`config.mk`:
```
export PLATFORM = sky130hd
export DESIGN_NAME = imm_ext_unit
export DESIGN_NICKNAME = d
export VERILOG_FILES = /design/src/rtl/imm_ext_unit.sv
export SDC_FILE = /design/constraint.sdc
export NUM_CORES = 1
export LEC_CHECK = 0
export ABC_CLOCK_PERIOD_IN_PS = 2100
export BUFFER_PORTS_ARGS = -buffer_cell sky130_fd_sc_hd__buf_2
export CAP_MARGIN = 10
export CORE_MARGIN = 2
export CORE_UTILIZATION = 60
export DETAILED_ROUTE_END_ITERATION = 8
export GPL_TIMING_DRIVEN = 0
export PLACE_DENSITY = 0.95
export RECOVER_POWER = 100
export SLEW_MARGIN = 10
export SYNTH_ARGS = -nofsm -noshare
export SYNTH_HDL_FRONTEND = slang
export SYNTH_SLANG_ARGS = --single-unit
```
`constraint.sdc`:
```
create_clock -name clk -period 2.1 [get_ports clk]
set_input_delay 0.21 -clock clk [delete_from_list [all_inputs] [get_ports clk]]
set_output_delay 0.21 -clock clk [all_outputs]
set_load 0.01 [all_outputs]
```
`src/rtl/imm_ext_unit.sv`:
```
// Registered immediate extender with a 2-entry elastic output buffer (main + skid).
// Extension happens on the input side; only the extended OUT_W value is stored.
module imm_ext_unit #(
   parameter int IN_W  = 8,
   parameter int OUT_W = 16,
   parameter int SHAMT = 1
) (
   input  logic             clk,
   input  logic             rst_n,
   input  logic             in_valid,
   output logic             in_ready,
   input  logic [IN_W-1:0]  in_data,
   input  logic [1:0]       in_mode,
   output logic             out_valid,
   input  logic             out_ready,
   output logic [OUT_W-1:0] out_data
);

   typedef enum logic [1:0] {
      S_EMPTY = 2'd0,
      S_ONE   = 2'd1,
      S_FULL  = 2'd2
   } state_e;

   state_e           state_q, state_d;
   logic [OUT_W-1:0] main_q, main_d;
   logic [OUT_W-1:0] skid_q, skid_d;
   logic [OUT_W-1:0] ext_val;
   logic             acc;
   logic             pop;

   // Handshake flags come straight from the state flops, so out_ready never reaches in_ready.
   assign in_ready  = (state_q != S_FULL);
   assign out_valid = (state_q != S_EMPTY);
   assign out_data  = main_q;
   assign acc       = in_valid && in_ready;
   assign pop       = out_valid && out_ready;

   // A size cast of a signed operand sign-extends; this stays legal even when OUT_W == IN_W.
   always_comb begin
      ext_val = '0;
      case (in_mode)
         2'd0:    ext_val = OUT_W'(in_data);
         2'd1:    ext_val = OUT_W'($signed(in_data));
         2'd2:    ext_val = OUT_W'($signed(in_data)) << SHAMT;
         default: ext_val = OUT_W'(in_data) << (OUT_W - IN_W);
      endcase
   end

   always_comb begin
      state_d = state_q;
      main_d  = main_q;
      skid_d  = skid_q;
      case (state_q)
         S_EMPTY: begin
            if (acc) begin
               state_d = S_ONE;
               main_d  = ext_val;
            end
         end
         S_ONE: begin
            if (acc && pop) begin
               main_d = ext_val;
            end else if (acc) begin
               state_d = S_FULL;
               skid_d  = ext_val;
            end else if (pop) begin
               state_d = S_EMPTY;
            end
         end
         S_FULL: begin
            if (pop) begin
               state_d = S_ONE;
               main_d  = skid_q;
            end
         end
         default: state_d = S_EMPTY;
      endcase
   end

   // NOTE: state updates use non-blocking assignments so every flop samples pre-edge values.
   always_ff @(posedge clk) begin
      if (!rst_n) begin
         state_q <= S_EMPTY;
         main_q  <= '0;
         skid_q  <= '0;
      end else begin
         state_q <= state_d;
         main_q  <= main_d;
         skid_q  <= skid_d;
      end
   end

endmodule

```
==> metrics, run 1 <==
status finished clean; Slew Viols, Final 0; Vias around 1700; die width between 50 and 60 µm; FF+latch count, synth 34; Mapped Nets 217; CP Launch Type flop; largest net degree at the start of global routing 11; FF-to-FF path depth 4; R2R Setup Slk around 0.26 ns; HPWL Detailed between 3000 and 4000 µm; # IOs 32; actual slew at the worst max-slew pin between 0.4 and 0.5 ns; GP Congestion 0.8650; Crit Path Max Fanout 10; Clock Latency Late Sink 0.34 ns; placed cells between 200 and 300; Post-CTS Resized 0; Buf/Inv on CP 4; antenna violations before repair 0; setup_tns 0 ns; PortBufs 29; CTS tree done; final setup fails 0; crit-path cells nor2b_1 > buf_4 > inv_1 > buf_6 > buf_2; Final Cycle Share 0.8824; min cycle time layout 1.853 ns; Leak approximately 0.7 nW; register area share after synthesis 0.3622; Die ar. between 3000 and 4000 µm²; VDD IR max 525.8 µV; commonest non-fill, non-tap cell in the layout dfxtp_1; Clock Skew a little under 0.006 ns; Root Buffer clkbuf_4; Die H around 60 µm; HP Class in2reg; CP peak stage delay roughly 0.48 ns; Reg2Reg Capture Point skid_q[12]; Mapped Cells ~200; Highest Clock Rate 0.5396 GHz; All-Layer GR Usage 0.2689; Placement Rows 20; top_reg_cell synth dfxtp_1; Initial Util 0.6207; critical path arrival between 1.5 and 2 ns; layout cells sized above 1 0.1757; number of diodes 0; vias in the first global route between 1000 and 1500; vias per cell 5.943; drt total wl between 4000 and 5000 µm; Core ar. ~3000 µm²; hold_buf cts 0; DR pass1 iterations 4; distinct cell type count after synthesis 35; Design Power around 0.0013 W; CP required 1.89 ns; Initial DRC Count 84; Mean Syn Cell Area 9.258 µm²; H-Tree Depth 2; Max-Cap Viols 0; WL per Instance roughly 16 µm; Crit Reg-Reg Startpoint state_q[0]; Hold Path Origin rst_n; RSZ-0062 raised after global routing no; Layout area overhead 6.458%; hold path endpoint out_data[0]; Sink Count 34; YS warnings 0; GR Overflow Total 0; CP endpoint kind output port; CTS Buf Count 5; Worst path top cell family by delay buffers and inverters; antenna viol nets, final 0; Bufs on Longest Clock Path 2; number of enable flip-flop cells after synthesis 0; final cell count without fillers between 200 and 300; PwrDens about 650 nW/µm²; commonest non-fill, non-tap cells in the layout dfxtp_1, clkbuf_1, inv_1, a211oi_1, o21ai_0; Clock transition at path regs approximately 0.090 ns; mapped cell area around 1900 µm²; Final #Nets approximately 250; Slowest-stage cell, CP dfxtp_1; hold slack 0.1664 ns; endpoints failing hold 0; Residual DRC 0; Crit Path Category reg2out; Rel. slew slack 0.6664; Post-synth ARST share 0; first-pass GRT wire length ~7000 µm; Hold Path Cell Cnt 3; Setup Buffers After CTS 0
-- how the worst max path moves through the flow --
| stage | cells after the start | start | slack [ns] | to |
|---|---|---|---|---|
| after floorplan | 4 | state_q[1] | 0.81 | skid_q[14] |
| after global placement | 4 | state_q[1] | 0.60 | out_data[13] |
| after detailed placement | 4 | state_q[1] | 0.55 | out_data[7] |
| after CTS | 5 | state_q[1] | 0.36 | in_ready |
| after global routing | 5 | state_q[1] | 0.16 | in_ready |
| final | 5 | state_q[1] | 0.25 | in_ready |
-- logic make-up after synthesis --
family	synth area share
XOR/XNOR	0.008657
flip-flops	0.3622
buffers and inverters	0.09787
AND/OR/NAND/NOR	0.1272
multiplexers	0.01598
AO/OA/AOI/OAI	0.3882
-- sequential cells by signal, summed over array words and instances (netlist names) --
name      cells
out_data     16
state_q       2
skid_q       16
-- synthesized netlist by cell type, types with 2 or more instances --
cell type / n / area share
buf_4: 8 / 0.032
o21a_1: 3 / 0.012
nor2_1: 10 / 0.020
o32ai_1: 4 / 0.019
a21oi_2: 8 / 0.037
o32ai_2: 10 / 0.087
nand2_1: 4 / 0.0080
o21ai_1: 14 / 0.037
a211oi_2: 5 / 0.033
o21ai_0: 15 / 0.040
nor2b_1: 11 / 0.037
buf_6: 3 / 0.018
mux2i_1: 3 / 0.016
and2_1: 7 / 0.023
clkbuf_1: 5 / 0.010
inv_1: 15 / 0.030
a21oi_1: 9 / 0.024
a221oi_1: 7 / 0.033
a211oi_1: 12 / 0.048
nand2b_1: 2 / 0.0067
dfxtp_1: 34 / 0.36
-- per-layer routing --
metal	up-vias	GRT usage	share of wire
li1	815	-	-
met1	776	0.3763	0.43
met2	80	0.4084	0.47
met3	11	0.05195	0.079
met4	0	0.1016	0.020
met5	-	0	0
-- worst min-delay path, stage by stage --
cell,delay (ns)
buf_2,0.14
inv_1,0.08
a311oi_1,0.04
-- metrics by stage --
| step | utilization | area (µm²) | worst slack [ns] |
|---|---|---|---|
| 3_3_place_gp | 0.6868 | 2079 | 0.6040 |
| 3_5_place_dp | 0.6868 | 2079 | 0.5525 |
| 2_1_floorplan | - | 1879 | 0.8098 |
| 6_report | 0.6607 | 2001 | 0.2469 |
| 5_1_grt | 0.6607 | 2001 | 0.1577 |
| 4_1_cts | 0.7017 | 2125 | 0.3635 |
-- final cells by class --
class	instances	area, µm²
multi-input combinational	135	923.4
clock buffer	7	45.04
sequential	34	680.7
inverter	16	60.06
buffer	18	112.6
fill	268	1027
tap	44	55.05
timing repair buffer	29	123.9
-- power breakdown --
part	switching [W]	total (W)	internal (W)
registers	0.0000217	0.000705	0.000683
logic	0.000161	0.000267	0.000106
clock network	0.000205	0.000331	0.000126
Power figures use the tool's default switching activity.
==> inputs of run 2 (changes only) <==
Settings changed: PLACE_DENSITY 0.95 to 0.84.
==> run 2 against run 1 <==
Effect of this change:
- die area is the same
- combinational power about the same
- flip-flop and latch count unchanged
- global-route usage increased by 0.76 points
- final cell count grew 0.35%
- worst hold slack better by 0.013 ns
- critical path type unchanged
- largest cell class unchanged
- largest power group unchanged
==> metrics, run 2 (synthesized netlist as in run 1, its figures left out) <==
CTS tree done (unchanged); Initial DRC Count 97 (was 84); number of diodes 0 (unchanged); Residual DRC 0 (unchanged); Reg2Reg Capture Point skid_q[8] (was skid_q[12]); PortBufs 29 (unchanged); CP Launch Type flop (unchanged); largest net degree at the start of global routing 11 (unchanged); vias per cell 5.803 (was 5.943); Crit Path Max Fanout 10 (unchanged); Crit Reg-Reg Startpoint state_q[0] (unchanged); HPWL Detailed 3086 µm (was 3149 µm); CTS Buf Count 5 (unchanged); dpl cell area 2079 µm² (unchanged); Comb pwr share 0.196 (was 0.205); VDD IR max 409.3 µV (was 525.8 µV); Highest Clock Rate 0.5489 GHz (was 0.5396 GHz); DR pass1 iterations 4 (unchanged); Net Sw Power 0.0004127 W (was 0.0003880 W); drt total wl 4305 µm (was 4482 µm); vias in the first global route 1464 (was 1495); Hold Path Cell Cnt 3 (unchanged); Setup Buffers After CTS 0 (unchanged); setup_tns 0 ns (unchanged); RSZ-0062 raised after global routing no (unchanged); Final Cycle Share 0.8676 (was 0.8824); Sequential Power Share 0.516 (was 0.541); Max-Cap Viols 0 (unchanged); Slew Viols, Final 0 (unchanged); Final #Nets 253 (unchanged); CP endpoint kind output port (unchanged); Initial Util 0.6207 (unchanged); status finished clean (unchanged); GR Overflow Total 0 (unchanged); layout cells sized above 1 0.1917 (was 0.1757); Clock transition at path regs 0.10 ns (was 0.09 ns); WL per Instance 15.16 µm (was 15.84 µm); R2R Setup Slk 0.36 ns (was 0.26 ns); Final Instance Area 2028 µm² (was 2001 µm²); antenna viol nets, final 0 (unchanged); Leak 0.6920 nW (was 0.6799 nW); GP Congestion 0.8337 (was 0.8650); Fillers 281 (was 268); HP Class in2reg (unchanged); CP required 1.89 ns (about the same); first-pass GRT wire length 7307 µm (was 7169 µm); FF-to-FF path depth 4 (unchanged); die width 59.97 µm (unchanged); Root Buffer clkbuf_4 (unchanged); Crit Path Category reg2out (unchanged); Clock Skew 0.01459 ns (was 0.005852 ns); Post-CTS Resized 0 (unchanged); All-Layer GR Usage 0.2765 (was 0.2689); Placement Rows 20 (unchanged); PwrDens 673.1 nW/µm² (was 651.2 nW/µm²); Die ar. 3596 µm² (unchanged); commonest non-fill, non-tap cells in the layout dfxtp_1, clkbuf_1, inv_1 (was dfxtp_1, clkbuf_1, inv_1, a211oi_1, o21ai_0); Sink Count 34 (unchanged); Core ar. 3028 µm² (unchanged); Die H 59.97 µm (unchanged); commonest non-fill, non-tap cell in the layout dfxtp_1 (unchanged); Clock Power Share 0.288 (was 0.254); H-Tree Depth 2 (unchanged); hold path endpoint out_data[0] (unchanged); Bufs on Longest Clock Path 2 (unchanged); Pint 0.0009526 W (was 0.0009149 W); sw frac 0.3023 (was 0.2978); min cycle time layout 1.822 ns (was 1.853 ns); Hold Path Origin rst_n (unchanged); endpoints failing hold 0 (unchanged); final setup fails 0 (unchanged); actual slew at the worst max-slew pin 0.5267 ns (was 0.4975 ns); antenna violations before repair 0 (unchanged); Clock Latency Late Sink 0.35 ns (was 0.34 ns); Rel. slew slack 0.6489 (was 0.6664); Vias 1648 (was 1682); final core area utilization 0.6698 (was 0.6607); Layout area overhead 7.923% (was 6.458%); # IOs 32 (unchanged); hold_buf cts 0 (unchanged); critical path arrival 1.61 ns (was 1.64 ns)
[run 2: changes by cell type in the layout (fill, tap and decap cells not counted), sizes merged]
cell / delta
clkbuf: -2
clkinv: +1
buf: +2
[run 2: power by group through the flow]
stage | registers (W) | logic (W) | clock network, W
after floorplan | 0.000727 | 0.000197 | 0
after global placement | 0.000717 | 0.000291 | 0
after detailed placement | 0.000718 | 0.000294 | 0
after CTS | 0.000703 | 0.000297 | 0.000386
after global routing | 0.000710 | 0.000293 | 0.000431
final | 0.000705 | 0.000267 | 0.000393
[run 2: per-stage QoR]
stage | std cells | power, W | setup WS, ns | hold WS, ns
after floorplan | 203 | 0.0009244 | 0.8098 | 0.3423
after global routing | 284 | 0.001434 | 0.1589 | 0.1732
after global placement | 276 | 0.001008 | 0.6357 | 0.4449
after CTS | 284 | 0.001386 | 0.4213 | 0.1763
after detailed placement | 276 | 0.001012 | 0.6132 | 0.4432
final | 284 | 0.001365 | 0.2781 | 0.1793
[run 2: how the worst max path moves through the flow]
stage               start     endpoint  depth (start not counted)
5_1_grt        state_q[0]     in_ready                          5
4_1_cts        state_q[1]     in_ready                          5
2_1_floorplan  state_q[1]   skid_q[14]                          4
6_report       state_q[1]     in_ready                          5
3_3_place_gp   state_q[1]  out_data[4]                          4
3_5_place_dp   state_q[1]  out_data[1]                          4
[run 2: metal layers]
| layer | vias to the layer above | track usage | wire length [µm] |
|---|---|---|---|
| met1 | 756 | 0.4113 | 2048 |
| met2 | 72 | 0.3975 | 1881 |
| met3 | 6 | 0.07143 | 326 |
| met4 | 0 | 0.06667 | 49 |
| met5 | - | 0 | 0 |
| li1 | 814 | - | - |
[run 2: cell type report]
cell class | count | area, µm² | area share
Multi-Input combinational cell | 135 | 930.9 | 0.4590
Buffer | 18 | 117.6 | 0.05799
Timing Repair Buffer | 29 | 123.9 | 0.06107
Sequential cell | 34 | 680.7 | 0.3356
Clock inverter | 1 | 5.005 | 0.002468
Tap cell | 44 | 55.05 | 0.02714
Inverter | 16 | 60.06 | 0.02961
Clock buffer | 7 | 55.05 | 0.02714
[run 2: worst max-delay path, cell delays in order, from the launching register on]
cell,delay [ns]
dfxtp_1,0.39
nor2b_1,0.16
buf_4,0.16
inv_1,0.24
buf_6,0.19
buf_2,0.13
==> inputs of run 3 (changes only) <==
Settings changed: MAX_ROUTING_LAYER from default to met4.
==> run 3 against run 2 <==
Effect of this change:
- combinational power about the same
- count of clock-buffer cells in the layout stayed put
- sequential power hardly changed
- clock power about the same
- largest power group unchanged
==> metrics, run 3 (synthesized netlist as in run 1, its figures left out) <==
status finished clean (unchanged); Placement Rows 20 (unchanged); register area 680.7 µm² (unchanged); number of diodes 0 (unchanged); Sink Count 34 (unchanged); All-Layer GR Usage 0.2855 (was 0.2765); uppermost routed layer met4 (unchanged); setup_tns 0 ns (unchanged); Fillers 281 (unchanged); met2 WL 1865 µm (was 1881 µm); critical path arrival 1.61 ns (about the same); CP endpoint kind output port (unchanged); Layout area overhead 7.923% (unchanged); antenna violations before repair 0 (unchanged); Core ar. 3028 µm² (unchanged); dpl cell area 2079 µm² (unchanged); PortBufs 29 (unchanged); Residual DRC 0 (unchanged); Clock Latency Late Sink 0.35 ns (about the same); RSZ-0062 raised after global routing no (unchanged); # IOs 32 (unchanged); first-pass GRT wire length 7348 µm (was 7307 µm); CTS tree done (unchanged); CP required 1.89 ns (about the same); Clock transition at path regs 0.10 ns (about the same); CP peak stage delay 0.38 ns (was 0.39 ns); hold_buf cts 0 (unchanged); Leak 0.6920 nW (unchanged); WL per Instance 15.13 µm (was 15.16 µm); commonest non-fill, non-tap cell in the layout dfxtp_1 (unchanged); Initial DRC Count 103 (was 97); HP Class in2reg (unchanged); final setup fails 0 (unchanged); Final Instance Area 2028 µm² (unchanged); Bufs on Longest Clock Path 2 (unchanged); VDD IR max 409.0 µV (was 409.3 µV); GP Congestion 0.8465 (was 0.8337); Crit Path Max Fanout 10 (unchanged); GR Overflow Total 0 (unchanged); Die H 59.97 µm (unchanged); actual slew at the worst max-slew pin 0.5274 ns (was 0.5267 ns); Slew Viols, Final 0 (unchanged); Final Cycle Share 0.8649 (was 0.8676); crit-path cells nor2b_1 > buf_4 > inv_1 > buf_6 > buf_2 (unchanged); CTS Buf Count 5 (unchanged); Vias 1648 (unchanged); Highest Clock Rate 0.5506 GHz (was 0.5489 GHz); Initial Util 0.6207 (unchanged); layout cells sized above 1 0.1917 (unchanged); Die ar. 3596 µm² (unchanged); Rel. slew slack 0.6484 (was 0.6489); vias per cell 5.803 (unchanged); Crit Path Category reg2out (unchanged); commonest non-fill, non-tap cells in the layout dfxtp_1, clkbuf_1, inv_1 (unchanged); length of routed met3 wiring 353 µm (was 326 µm); Clock Skew 0.01793 ns (was 0.01459 ns); Final #Nets 253 (unchanged); HPWL Detailed 3086 µm (unchanged); H-Tree Depth 2 (unchanged); drt total wl 4296 µm (was 4305 µm); min cycle time layout 1.816 ns (was 1.822 ns); Root Buffer clkbuf_4 (unchanged); Post-CTS Resized 0 (unchanged); PwrDens 672.4 nW/µm² (was 673.1 nW/µm²); metal1 wirelength 2028 µm (was 2048 µm); hold slack 0.1794 ns (was 0.1793 ns); multi-input logic area 930.9 µm² (unchanged); DR pass1 iterations 4 (unchanged); Setup Buffers After CTS 0 (unchanged); CP Launch Type flop (unchanged); antenna viol nets, final 0 (unchanged); vias in the first global route 1456 (was 1464); final core area utilization 0.6698 (unchanged); Max-Cap Viols 0 (unchanged); largest net degree at the start of global routing 11 (unchanged); die width 59.97 µm (unchanged); Slowest-stage cell, CP dfxtp_1 (unchanged); endpoints failing hold 0 (unchanged)
[run 3: cell counts in the layout (fill, tap and decap cells not counted)]
No cell type changed its count.
[run 3: final cells by class]
class	count	area share
multi-input combinational	135	0.4590
sequential	34	0.3356
timing repair buffer	29	0.06107
buffer	18	0.05799
inverter	16	0.02961
clock buffer	7	0.02714
tap	44	0.02714
clock inverter	1	0.002468
[run 3: where the power goes]
group	leakage, nW	switching [W]	internal [W]	total [W]
logic	0.379	0.000160	0.000107	0.000267
clock network	0.0353	0.000230	0.000162	0.000392
registers	0.278	0.0000214	0.000683	0.000705
total	0.692	0.000411	0.000953	0.00136
[run 3: critical path: cells and delay by family (launching register included)]
family	cells	cell delay, ns
buffers and inverters	4	0.72
DFF	1	0.38
and+or+nand+nor	1	0.16
[run 3: per-stage QoR]
| step | cells | total power, W | setup WS [ns] |
|---|---|---|---|
| 2_1_floorplan | 203 | 0.0009244 | 0.8098 |
| 3_3_place_gp | 276 | 0.001008 | 0.6357 |
| 3_5_place_dp | 276 | 0.001012 | 0.6132 |
| 4_1_cts | 284 | 0.001386 | 0.4213 |
| 5_1_grt | 284 | 0.001434 | 0.1594 |
| 6_report | 284 | 0.001364 | 0.2837 |
[run 3: final timing paths]
| path | start | to | slack [ns] | cells after the start |
|---|---|---|---|---|
| min reg2reg | out_data[11] | out_data[11] | 0.46 | 2 |
| max | state_q[1] | in_ready | 0.28 | 5 |
| max reg2reg | state_q[0] | skid_q[8] | 0.36 | 4 |
| min | rst_n | out_data[0] | 0.18 | 3 |
[run 3: metal layers]
layer,vias to the layer above,GRT usage
met2,70,0.3975
met1,759,0.4140
met5,-,-
met3,6,0.07143
met4,0,0.06667
li1,813,-
